File: config.mk
export PLATFORM = sky130hd
export DESIGN_NAME = rr_arbiter8
export DESIGN_NICKNAME = d
export VERILOG_FILES = /design/src/rtl/rr_arb_pkg.sv /design/src/rtl/rr_pick8.sv /design/src/rtl/rr_arbiter8.sv
export SDC_FILE = /design/constraint.sdc
export NUM_CORES = 1
export LEC_CHECK = 0
export BUFFER_PORTS_ARGS = -buffer_cell sky130_fd_sc_hd__buf_2
export CORE_ASPECT_RATIO = 1.25
export CORE_UTILIZATION = 51
export CTS_CLUSTER_SIZE = 25
export DETAILED_ROUTE_END_ITERATION = 6
export PLACE_DENSITY_LB_ADDON = 0.2
export SLEW_MARGIN = 20
export SYNTH_ARGS = -nofsm -noshare
export SYNTH_HDL_FRONTEND = slang
export SYNTH_SLANG_ARGS = --single-unit
export TNS_END_PERCENT = 1
File: constraint.sdc
create_clock -name clk -period 4.3 [get_ports clk]
set_input_delay 0.43 -clock clk [delete_from_list [all_inputs] [get_ports clk]]
set_output_delay 0.43 -clock clk [all_outputs]
set_load 0.02 [all_outputs]
File: src/rtl/rr_arb_pkg.sv
// Shared types and constants for the eight-way round-robin arbiter.
package rr_arb_pkg;

  localparam int N_REQ = 8;
  localparam int ID_W  = 3;
  localparam int CNT_W = 8;

  typedef enum logic [0:0] {
    IDLE = 1'b0,
    BUSY = 1'b1
  } arb_state_t;

  // One-hot decode of a requester index.
  function automatic logic [N_REQ-1:0] id2onehot(input logic [ID_W-1:0] id);
    id2onehot = {{(N_REQ-1){1'b0}}, 1'b1} << id;
  endfunction

endpackage

File: src/rtl/rr_pick8.sv
// Combinational round-robin pick: first set request bit at or after ptr, wrapping mod 8.
module rr_pick8
  import rr_arb_pkg::*;
(
  input  logic [7:0] req,
  input  logic [2:0] ptr,
  output logic [7:0] pick_onehot,
  output logic [2:0] pick_id,
  output logic       pick_any
);

  logic [15:0] dbl_s;
  logic [7:0]  rot_s;
  logic [2:0]  off_s;

  // Rotate so ptr lands at bit 0, take the lowest set bit, then rotate the index back.
  always_comb begin
    dbl_s    = {req, req} >> ptr;
    rot_s    = dbl_s[7:0];
    off_s    = 3'd0;
    pick_any = |req;
    for (int i = 7; i >= 0; i--) begin
      if (rot_s[i]) begin
        off_s = 3'(i);
      end else begin
        off_s = off_s;
      end
    end
    pick_id = ptr + off_s;
    if (pick_any) begin
      pick_onehot = id2onehot(pick_id);
    end else begin
      pick_onehot = 8'h00;
    end
  end

endmodule

File: src/rtl/rr_arbiter8.sv
// Round-robin arbiter for eight requesters with registered grant, done/drop release and hold timeout.
module rr_arbiter8
  import rr_arb_pkg::*;
#(
  parameter int HOLD_MAX = 16
) (
  input  logic       clk,
  input  logic       rst,
  input  logic [7:0] req,
  input  logic       done,
  output logic [7:0] gnt,
  output logic [2:0] gnt_id,
  output logic       gnt_valid,
  output logic       timeout
);

  localparam logic [CNT_W-1:0] HOLD_MAX_C = CNT_W'(HOLD_MAX);

  arb_state_t       state_r, state_s;
  logic [2:0]       ptr_r, ptr_s;
  logic [CNT_W-1:0] cnt_r, cnt_s;
  logic [7:0]       gnt_r, gnt_s;
  logic [2:0]       gnt_id_r, gnt_id_s;
  logic             gnt_valid_r, gnt_valid_s;
  logic             timeout_r, timeout_s;

  logic [7:0]       pick_onehot_s;
  logic [2:0]       pick_id_s;
  logic             pick_any_s;
  logic             at_limit_s;
  logic             owner_req_s;

  rr_pick8 u_pick (
    .req         (req),
    .ptr         (ptr_r),
    .pick_onehot (pick_onehot_s),
    .pick_id     (pick_id_s),
    .pick_any    (pick_any_s)
  );

  // Next-state, pointer, counter and output decode.
  always_comb begin
    state_s     = state_r;
    ptr_s       = ptr_r;
    cnt_s       = cnt_r;
    gnt_s       = gnt_r;
    gnt_id_s    = gnt_id_r;
    gnt_valid_s = gnt_valid_r;
    timeout_s   = 1'b0;
    at_limit_s  = (cnt_r == HOLD_MAX_C);
    owner_req_s = req[gnt_id_r];
    case (state_r)
      IDLE: begin
        if (pick_any_s) begin
          state_s     = BUSY;
          gnt_s       = pick_onehot_s;
          gnt_id_s    = pick_id_s;
          gnt_valid_s = 1'b1;
          cnt_s       = {{(CNT_W-1){1'b0}}, 1'b1};
        end else begin
          gnt_s       = 8'h00;
          gnt_id_s    = 3'd0;
          gnt_valid_s = 1'b0;
        end
      end
      BUSY: begin
        if (done || !owner_req_s || at_limit_s) begin
          state_s     = IDLE;
          gnt_s       = 8'h00;
          gnt_id_s    = 3'd0;
          gnt_valid_s = 1'b0;
          ptr_s       = gnt_id_r + 3'd1;
          // Forced release only when nothing else would have ended the grant.
          timeout_s   = at_limit_s && !done && owner_req_s;
        end else if (cnt_r != {CNT_W{1'b1}}) begin
          cnt_s = cnt_r + {{(CNT_W-1){1'b0}}, 1'b1};
        end else begin
          cnt_s = cnt_r;
        end
      end
      default: begin
        state_s     = IDLE;
        gnt_s       = 8'h00;
        gnt_id_s    = 3'd0;
        gnt_valid_s = 1'b0;
      end
    endcase
  end

  // State and output registers with synchronous reset.
  always_ff @(posedge clk) begin
    if (rst) begin
      state_r     <= IDLE;
      ptr_r       <= 3'd0;
      cnt_r       <= {CNT_W{1'b0}};
      gnt_r       <= 8'h00;
      gnt_id_r    <= 3'd0;
      gnt_valid_r <= 1'b0;
      timeout_r   <= 1'b0;
    end else begin
      state_r     <= state_s;
      ptr_r       <= ptr_s;
      cnt_r       <= cnt_s;
      gnt_r       <= gnt_s;
      gnt_id_r    <= gnt_id_s;
      gnt_valid_r <= gnt_valid_s;
      timeout_r   <= timeout_s;
    end
  end

  assign gnt       = gnt_r;
  assign gnt_id    = gnt_id_r;
  assign gnt_valid = gnt_valid_r;
  assign timeout   = timeout_r;

endmodule

* After elaboration in Yosys (flattened, before gate mapping)
Index checks and enable logic that the tools add are counted.
Operators by class: add/sub/neg operators 3, magnitude comparators 1, equal/unequal tests 6, shift-type cells 2, mux-type cells 25, bitwise operators 2, reduce and logical (&&, ||, !) cells 10
Operator list (number):
- 2-to-1 mux 8 bit | 5
- one-hot mux 8 bit (2 select lines) | 2
- 2-to-1 mux 3 bit | 10
- right shift 16 x 3 -> 8 bit | 1
- adder 8 x 1 -> 8 bit (second input constant) | 1
- == test 8 x 5 -> 1 bit (second input constant) | 1
- inequality test 8 bit (second input constant) | 1
- OR reduction 8 bit | 1
- left shift 1 x 3 -> 8 bit (first input constant) | 1
- one-hot mux 3 bit (2 select lines) | 1
- < comparator 3 x 4 -> 1 bit (second input constant) | 1
- 2-to-1 mux 1 bit | 4
- inequality test 2 x 1 -> 1 bit (second input constant) | 2
- inequality test 2 bit (second input constant) | 2
- one-hot mux 1 bit (2 select lines) | 2
- adder 3 x 1 -> 3 bit (second input constant) | 1
- adder 3 bit | 1
- binary-select mux 1 bit (select 3 bit) | 1
- AND reduction 3 bit | 1
- OR reduction 3 bit | 1
- logical AND 1 bit | 2
- zero test 1 bit | 2
- logical OR 1 bit | 2
- NOT 1 bit | 2
- AND reduction 2 bit | 1
Word-level totals: bits in registers 25

* Logic depth before layout (Yosys ltp)
Gate-level depths: netlist (run 1).
depth after elaboration 13, mapped depth 14, depth with buffers taken out 12

* Modules after synthesis
From an unflattened synthesis (run 1), not the netlist that was laid out.
Unflattened totals: cell total of the unflattened synthesis 225, area, all modules 2044.5 um^2
Modules (own cells, without submodules):
- rr_arbiter8 | times used 1, cells each 143, area each 1246.2 um^2, sequential area each 500.5 um^2
- rr_pick8 | times used 1, cells each 82, area each 798.3 um^2, sequential area each 0.0 um^2

* Least setup slack after synthesis (run 1)
Ideal clock, no wire load.
kind register -> register, start register ptr_r[1], end register gnt_r[1], in the netlist gnt[1], arrival 2.816 ns, required time 4.158 ns, setup slack 1.342 ns, stages on the path, launching flop included 14, path buffers 2, period minus slack after synthesis 2.958 ns, cells stage by stage dfxtp_1 clkbuf_1 buf_1 mux2i_1 mux2i_1 nor2_1 o21ai_0 a22oi_1 a21o_1 ha_1 inv_1 fa_1 xnor2_1 o21ai_0
On the way: word-level cells in the longest chain between the ends 13
RTL lines:
- from (decl) | RTL line rr_arbiter8.sv:20 | logic [2:0] ptr_r, ptr_s;
- from (signal assigned) | RTL line rr_arbiter8.sv:102 | ptr_r <= ptr_s;
- right shift 16 x 3 -> 8 bit | RTL line rr_pick8.sv:18 | dbl_s = {req, req} >> ptr;
- 2-to-1 mux 3 bit (8 in series) | RTL line rr_pick8.sv:23 | if (rot_s[i]) begin
- adder 3 bit (*) | RTL line rr_pick8.sv:29 | pick_id = ptr + off_s;
- left shift 1 x 3 -> 8 bit (*) | RTL line rr_arb_pkg.sv:15 | id2onehot = {{(N_REQ-1){1'b0}}, 1'b1} << id;
- 2-to-1 mux 8 bit (*) | RTL line rr_arbiter8.sv:54 | if (pick_any_s) begin
- one-hot mux 8 bit (2 select lines) (*) | RTL line rr_arbiter8.sv:52 | case (state_r)
- to (signal assigned) | RTL line rr_arbiter8.sv:104 | gnt_r <= gnt_s;
- to (decl) | RTL line rr_arbiter8.sv:22 | logic [7:0] gnt_r, gnt_s;
Mark *: on every way between the ends. The rest lies on a longest branch, timed or not. A chain may end at the register's enable or synchronous reset.

* Worst setup path in the final report (run 1)
Same ends and word-level chain as after synthesis.

==> summary.txt, run 1 <==
Outcome
  – Outcome: complete, no violations

Clock network
  – Gates resized, CTS repair: 0
  – CTS buffer count: 3
  – Sinks on the clock net: 25
  – Max Buffers Root-to-Sink: 2
  – Worst-path clk slew: 0.09 ns
  – Buffer cell driving the clock tree root: clkbuf_8
  – Clock latency reported for the late side of the worst-skew pair: 0.27 ns
  – Setup bufs post-CTS: 0
  – CTS tree: built
  – H-tree levels: 1
  – Hold_buf cts: 0

Cells and area
  – Post-route standard cell area excluding fillers: 1880 sq um
  – Number of antenna diodes: 0
  – Filler cells: 310
  – Synth-to-layout area growth: 9.06%
  – Post-Layout Cell Count: 261
  – Final Util: 58.4%
  – Number of nets in the finished design: 241
  – Fraction of layout cells with a size suffix above 1: 19.6%

Routing
  – Per-cell via count in the routed design: 6.07
  – DRC violations left: 0
  – First-pass iteration count of the detailed router: 4
  – Final WL: 3830 microns
  – Iteration-0 DRC Markers: 35
  – Antenna-violating nets left: 0
  – Routed vias: 1583
  – Routed WL per cell: 14.7 microns

Placed design
  – Instance area after placement: 1830 sq um
  – Minimum setup slack after placement: 0.850 ns
  – Hpwl dp: 2910 microns
  – Cell count after placement: 257
  – Port Buffers: 23
  – Final weighted congestion in routability-driven placement: 0.910

Setup path
  – Worst path most repeated cell: inv_1
  – Critical path startpoint category: flop
  – Required time worst endpoint: 4.43 ns
  – Reg2Reg Setup Slack: 0.82 ns
  – CP cell instances: inv_1 > o31a_1 > a211o_1 > a22oi_1 > a21o_1 > ha_1 > inv_1 > fa_1 > xnor2_1 > o21ai_0
  – Peak fanout along the critical path: 18
  – Category of the most critical setup path: reg -> reg
  – Endpoint type of the worst setup path: flop
  – Data arrival time of the worst path: 3.61 ns
  – Delay of the slowest cell on the worst path: 0.75 ns
  – Standard cell with the maximum stage delay on the critical path: dfxtp_1

Min path
  – Classification of the worst-slack hold path: reg -> reg

Job
  – # Max-Cap Violations: 0

STA
  – Summed negative setup slack over all endpoints: 0 ns
  – Clk_skew: 0.00241 ns
  – Measured slew at the worst slew-check pin: 0.998 ns
  – Rel. slew slack: 32.6%
  – Setup WS post-layout: 0.819 ns
  – Worst hold-check slack: 0.456 ns
  – Final period util: 80.9%
  – Setup violations, final: 0
  – Maximum clock frequency: 287 MHz
  – RSZ-0062 raised after global routing: no
  – Count of pins over their slew limit: 0
  – Total count of hold-check failures in the final report: 0
  – Post-layout min period: 3.48 ns

Pwr
  – Power density normalized to cell area: 353 nW/um^2
  – Power after layout: 664 uW
  – Leakage component of the power: 0.742 nW
  – Peak VDD IR: 0.280 mV

Floorplan
  – Floorplan Core Area: 3220 sq um
  – Number of standard-cell rows in the floorplan: 23
  – Die Ht: 67.0 microns
  – Die Span X: 54.0 microns
  – Die area: 3620 sq um
  – I/O Pins: 24
  – Effective utilization at floorplan: 53.5%

Logic synthesis
  – Most area-consuming cells after synthesis: dfxtp_1 29%, mux2i_1 6.4%, nor2_1 5.0%
  – Async set-or-reset flop fraction in the synthesized netlist: 0%
  – Number of synthesized flops with an enable pin: 0
  – Yosys top cell area share: 29.0%
  – Most numerous cell in the Yosys netlist: dfxtp_1
  – Register bit count reported by yosys: 25
  – Biggest area consumer among synthesized cells: dfxtp_1
  – Top_reg_cell synth: dfxtp_1
  – Number of unique standard cell types used by synthesis: 51
  – Post-synth net total: 226
  – Number of cells produced by synthesis: 210
  – List of most frequent post-synthesis cells: 25 x dfxtp_1, 23 x nor2_1, 17 x nand2_1
  – Cell area after synthesis: 1730 sq um
  – Synth warnings: 0
  – Avg Cell Area, Syn: 8.22 sq um
  – Sequential element share of the synthesized area: 29.0%

GRT
  – First-pass GRT wire length: 6330 microns
  – GRT overflow: 0
  – Vias in the first global route: 1438
  – Global-route usage over all layers: 23.3%
  – Antenna violations before repair: 0
  – Maximum number of pins on one net before global-route repair: 21
[critical path: cells and delay by family (launching register included)]
kind            cells  cell delay (ns)
xor+xnor            1             0.58
flops               1             0.75
buf+inv             2             0.34
fa+ha+maj           2             0.50
compound gates      5             1.16
[layer usage]
layer	track usage [%]	vias up	part of all wire [%]
li1	-	800	-
met1	30.0	738	46
met2	38.0	35	49
met3	2.51	10	2.4
met4	10.6	0	2.9
met5	0	-	0
[cell usage in the layout, fill, tap and decap left out, types with 4 or more instances in the layout]
| master | count |
|---|---|
| nor3_1 | 5 |
| nor2b_1 | 4 |
| or2_2 | 7 |
| a22o_1 | 6 |
| dfxtp_1 | 25 |
| nor2_1 | 23 |
| ha_1 | 4 |
| mux2_2 | 4 |
| nand3_1 | 4 |
| a211oi_1 | 4 |
| nand2_1 | 17 |
| mux2i_1 | 11 |
| o21ai_0 | 9 |
| a21oi_1 | 15 |
| inv_1 | 10 |
| o41ai_1 | 4 |
| buf_2 | 23 |
[path summary, 6_finish.rpt]
path                          startpoint                      to  depth (start not counted)
hold reg to reg   gnt_valid$_SDFFE_PP0P_  gnt_valid$_SDFFE_PP0P_                          2
hold / removal    gnt_valid$_SDFFE_PP0P_  gnt_valid$_SDFFE_PP0P_                          2
setup reg to reg   ptr_r[1]$_SDFFE_PP0P_     gnt[1]$_SDFFE_PP0P_                         10
setup / recovery   ptr_r[1]$_SDFFE_PP0P_     gnt[1]$_SDFFE_PP0P_                         10
[sequential cells by signal (all words and copies together), names as in the netlist]
name and cells:
cnt_r 8, gnt 8, gnt_id 3, ptr_r 3, gnt_valid 1, state_r 1, timeout 1
[kinds of logic (layout without fill, tap and decap cells)]
family | Yosys count | after routing | share of synthesized area, %
buffers and inverters | 23 | 37 | 5.58
AND/OR/NAND/NOR | 78 | 78 | 22.9
adder cells (fa/ha/maj) | 6 | 6 | 4.64
AO/OA/AOI/OAI | 57 | 57 | 22.4
XOR/XNOR | 2 | 2 | 1.02
flip-flops | 25 | 25 | 29.0
multiplexers | 19 | 19 | 14.4
[cell type report]
| class | count | area (sq um) | share of cell area, % |
|---|---|---|---|
| clock inverter | 1 | 7.51 | 0.399 |
| inverter | 10 | 37.5 | 1.99 |
| tap | 37 | 46.3 | 2.46 |
| clock buffer | 3 | 41.3 | 2.19 |
| timing repair buffer | 23 | 115 | 6.12 |
| multi-input combinational | 162 | 1130 | 60.2 |
| sequential | 25 | 500 | 26.6 |
[power by group]
group          switching, mW  leakage, nW  total [mW]  internal [mW]
Clock                 0.0750       0.0217       0.141         0.0656
Combinational          0.139        0.517       0.239         0.0997
Sequential            0.0323        0.204       0.285          0.253
Total                  0.246        0.742       0.664          0.418
Power figures use the tool's default switching activity.
==> run 2, diff against run 1 <==
--- a/config.mk
+++ b/config.mk
@@ -5,6 +5,7 @@
 export SDC_FILE = /design/constraint.sdc
 export NUM_CORES = 1
 export LEC_CHECK = 0
+export ABC_AREA = 1
 export BUFFER_PORTS_ARGS = -buffer_cell sky130_fd_sc_hd__buf_2
 export CORE_ASPECT_RATIO = 1.25
 export CORE_UTILIZATION = 51
==> constraint.sdc (replaced) <==
create_clock -name clk -period 3.65 [get_ports clk]
set_input_delay 0.365 -clock clk [delete_from_list [all_inputs] [get_ports clk]]
set_output_delay 0.365 -clock clk [all_outputs]
set_load 0.02 [all_outputs]
==> run 2 against run 1 <==
Compared with the run above: setup slack got worse by 0.13 ns; clock power is 14% higher; core utilization rose by 1.0 points; non-clock buffer count did not move; count of clock-buffer cells in the layout did not move; sequential share of layout area decreased by 0.92 points; area after synthesis rose by 4.4%.
==> summary.txt, run 2 <==
Clock network
  – Sinks on the clock net: 25
  – Max Buffers Root-to-Sink: 2
  – Buffer cell driving the clock tree root: clkbuf_8
  – Gates resized, CTS repair: 0
  – Hold_buf cts: 0
  – CTS buffer count: 3
  – Worst-path clk slew: 0.09 ns
  – CTS tree: built
  – Setup bufs post-CTS: 0
  – H-tree levels: 1
  – Clock latency reported for the late side of the worst-skew pair: 0.26 ns

STA
  – Measured slew at the worst slew-check pin: 0.437 ns
  – Clk_skew: 0.00373 ns
  – Maximum clock frequency: 338 MHz
  – Setup violations, final: 0
  – Rel. slew slack: 70.9%
  – Count of pins over their slew limit: 0
  – Summed negative setup slack over all endpoints: 0 ns
  – RSZ-0062 raised after global routing: no
  – Post-layout min period: 2.96 ns
  – Total count of hold-check failures in the final report: 0
  – Final period util: 81.0%

Logic synthesis
  – Post-synth net total: 279
  – Async set-or-reset flop fraction in the synthesized netlist: 0%
  – Biggest area consumer among synthesized cells: dfxtp_1
  – Top_reg_cell synth: dfxtp_1
  – Register bit count reported by yosys: 25
  – Number of cells produced by synthesis: 263
  – List of most frequent post-synthesis cells: 64 x nand2_1, 34 x nand3_1, 25 x dfxtp_1
  – Sequential element share of the synthesized area: 27.8%
  – Yosys top cell area share: 27.8%
  – Number of unique standard cell types used by synthesis: 33
  – Number of synthesized flops with an enable pin: 0
  – Avg Cell Area, Syn: 6.85 sq um
  – Most numerous cell in the Yosys netlist: nand2_1
  – Most area-consuming cells after synthesis: dfxtp_1 28%, nand2_1 13%, nand3_1 9.4%
  – Cell area after synthesis: 1800 sq um
  – Synth warnings: 0

Floorplan
  – Floorplan Core Area: 3280 sq um
  – I/O Pins: 24
  – Die Ht: 68.5 microns
  – Die area: 3780 sq um
  – Die Span X: 55.2 microns
  – Effective utilization at floorplan: 54.9%
  – Number of standard-cell rows in the floorplan: 23

Placed design
  – Final weighted congestion in routability-driven placement: 0.799
  – Port Buffers: 23
  – Hpwl dp: 3000 microns

Routing
  – Antenna-violating nets left: 0
  – Routed vias: 1703
  – DRC violations left: 0
  – First-pass iteration count of the detailed router: 4
  – Per-cell via count in the routed design: 5.34
  – Routed WL per cell: 12.5 microns
  – Final WL: 3980 microns
  – Iteration-0 DRC Markers: 46

Setup path
  – Required time worst endpoint: 3.79 ns
  – Critical path startpoint category: flop
  – Endpoint type of the worst setup path: flop
  – Destination of the worst register-to-register timing path: gnt[0]$_SDFFE_PP0P_
  – Category of the most critical setup path: reg -> reg
  – Beginning of the critical path: ptr_r[0]$_SDFFE_PP0P_
  – Worst setup path end: gnt[0]$_SDFFE_PP0P_
  – Data arrival time of the worst path: 3.10 ns
  – Launch instance of the worst register-to-register path: ptr_r[0]$_SDFFE_PP0P_
  – Reg2Reg Setup Slack: 0.69 ns
  – Peak fanout along the critical path: 10
  – Worst Reg2Reg Path Length in Cells: 19

Cells and area
  – Synth-to-layout area growth: 8.19%
  – Most frequent cells in the layout: 64 x nand2_1, 34 x nand3_1, 25 x dfxtp_1
  – Most frequent standard cell in the layout excluding fill and tap cells: nand2_1
  – Final Util: 59.4%
  – Fraction of layout cells with a size suffix above 1: 23.4%
  – Number of nets in the finished design: 299
  – Number of antenna diodes: 0

GRT
  – Global-route usage over all layers: 23.4%
  – Vias in the first global route: 1585
  – GRT overflow: 0
  – Antenna violations before repair: 0
  – Maximum number of pins on one net before global-route repair: 23
  – First-pass GRT wire length: 6600 microns

Pwr
  – Leakage component of the power: 0.847 nW
  – Power after layout: 950 uW
  – Power density normalized to cell area: 488 nW/um^2
  – Peak VDD IR: 0.488 mV

Outcome
  – Outcome: complete, no violations

Job
  – # Max-Cap Violations: 0

Min path
  – Classification of the worst-slack hold path: in -> reg
-- run 2: changes by cell type after synthesis, sizes merged, moves of 6 or more --
cell,delta
mux2i,-11
a21oi,+9
nand4,+6
nand2,+65
or2,-8
inv,+13
a22o,-6
nand3,+36
-- run 2: layout make-up --
type | instances | area [sq um]
tap | 37 | 46.3
multi-input combinational | 207 | 1150
sequential | 25 | 500
inverter | 23 | 93.8
clock inverter | 1 | 5.00
timing repair buffer | 23 | 115
fill | 333 | 1330
clock buffer | 3 | 41.3
-- run 2: how the worst min path moves through the flow --
stage                                start                     end  slack, ns  depth (start not counted)
global placement    gnt_valid$_SDFFE_PP0P_  gnt_valid$_SDFFE_PP0P_       0.45                          2
finish                                done      timeout$_SDFF_PP0_       0.38                          4
floorplan                              rst      timeout$_SDFF_PP0_       0.44                          1
detailed placement     gnt[7]$_SDFFE_PP0P_     gnt[7]$_SDFFE_PP0P_       0.45                          2
CTS                                   done      timeout$_SDFF_PP0_       0.38                          4
global route                          done      timeout$_SDFF_PP0_       0.39                          4
-- run 2: per-stage QoR --
| stage | std cells | setup WS (ns) | hold WS (ns) | cell area (sq um) |
|---|---|---|---|---|
| 6_report | 319 | 0.694 | 0.378 | 1950 |
| 5_1_grt | 319 | 0.435 | 0.394 | 1950 |
| 4_1_cts | 319 | 0.699 | 0.378 | 1950 |
| 3_5_place_dp | 315 | 0.727 | 0.453 | 1900 |
| 3_3_place_gp | 315 | 0.760 | 0.451 | 1900 |
| 2_1_floorplan | 263 | 1.09 | 0.442 | 1800 |
-- run 2: critical path, stage by stage, from the launching register on --
cell	delay (ns)
dfxtp_1	0.59
inv_6	0.11
nand2_2	0.10
nand3_2	0.07
nand3_1	0.10
nand2_1	0.09
inv_1	0.06
a21oi_1	0.05
o21ai_0	0.15
nand2_1	0.06
a21boi_0	0.16
ha_1	0.16
inv_1	0.05
fa_1	0.36
xor2_1	0.27
inv_1	0.12
nand3_4	0.14
nand2_4	0.06
nand2_1	0.07
a21oi_2	0.05
-- run 2: power breakdown --
group	total, mW	internal (mW)	switching (mW)
sequential	0.346	0.304	0.0419
combinational	0.444	0.149	0.294
clock	0.161	0.0761	0.0845
total	0.950	0.530	0.421
-- run 2: logic make-up after synthesis --
logic type	synth area share [%]
compound gates	12.6
xor+xnor	3.40
simple gates	43.7
flops	27.8
fa+ha+maj	3.89
buf+inv	8.54
-- run 2: per-layer routing --
metal | part of all wire (%) | GRT usage (%) | vias to the layer above
met2 | 52 | 45.6 | 19
met5 | 0 | 0 | -
li1 | - | - | 915
met1 | 45 | 26.5 | 767
met4 | 0.70 | 4.69 | 0
met3 | 1.7 | 2.00 | 2
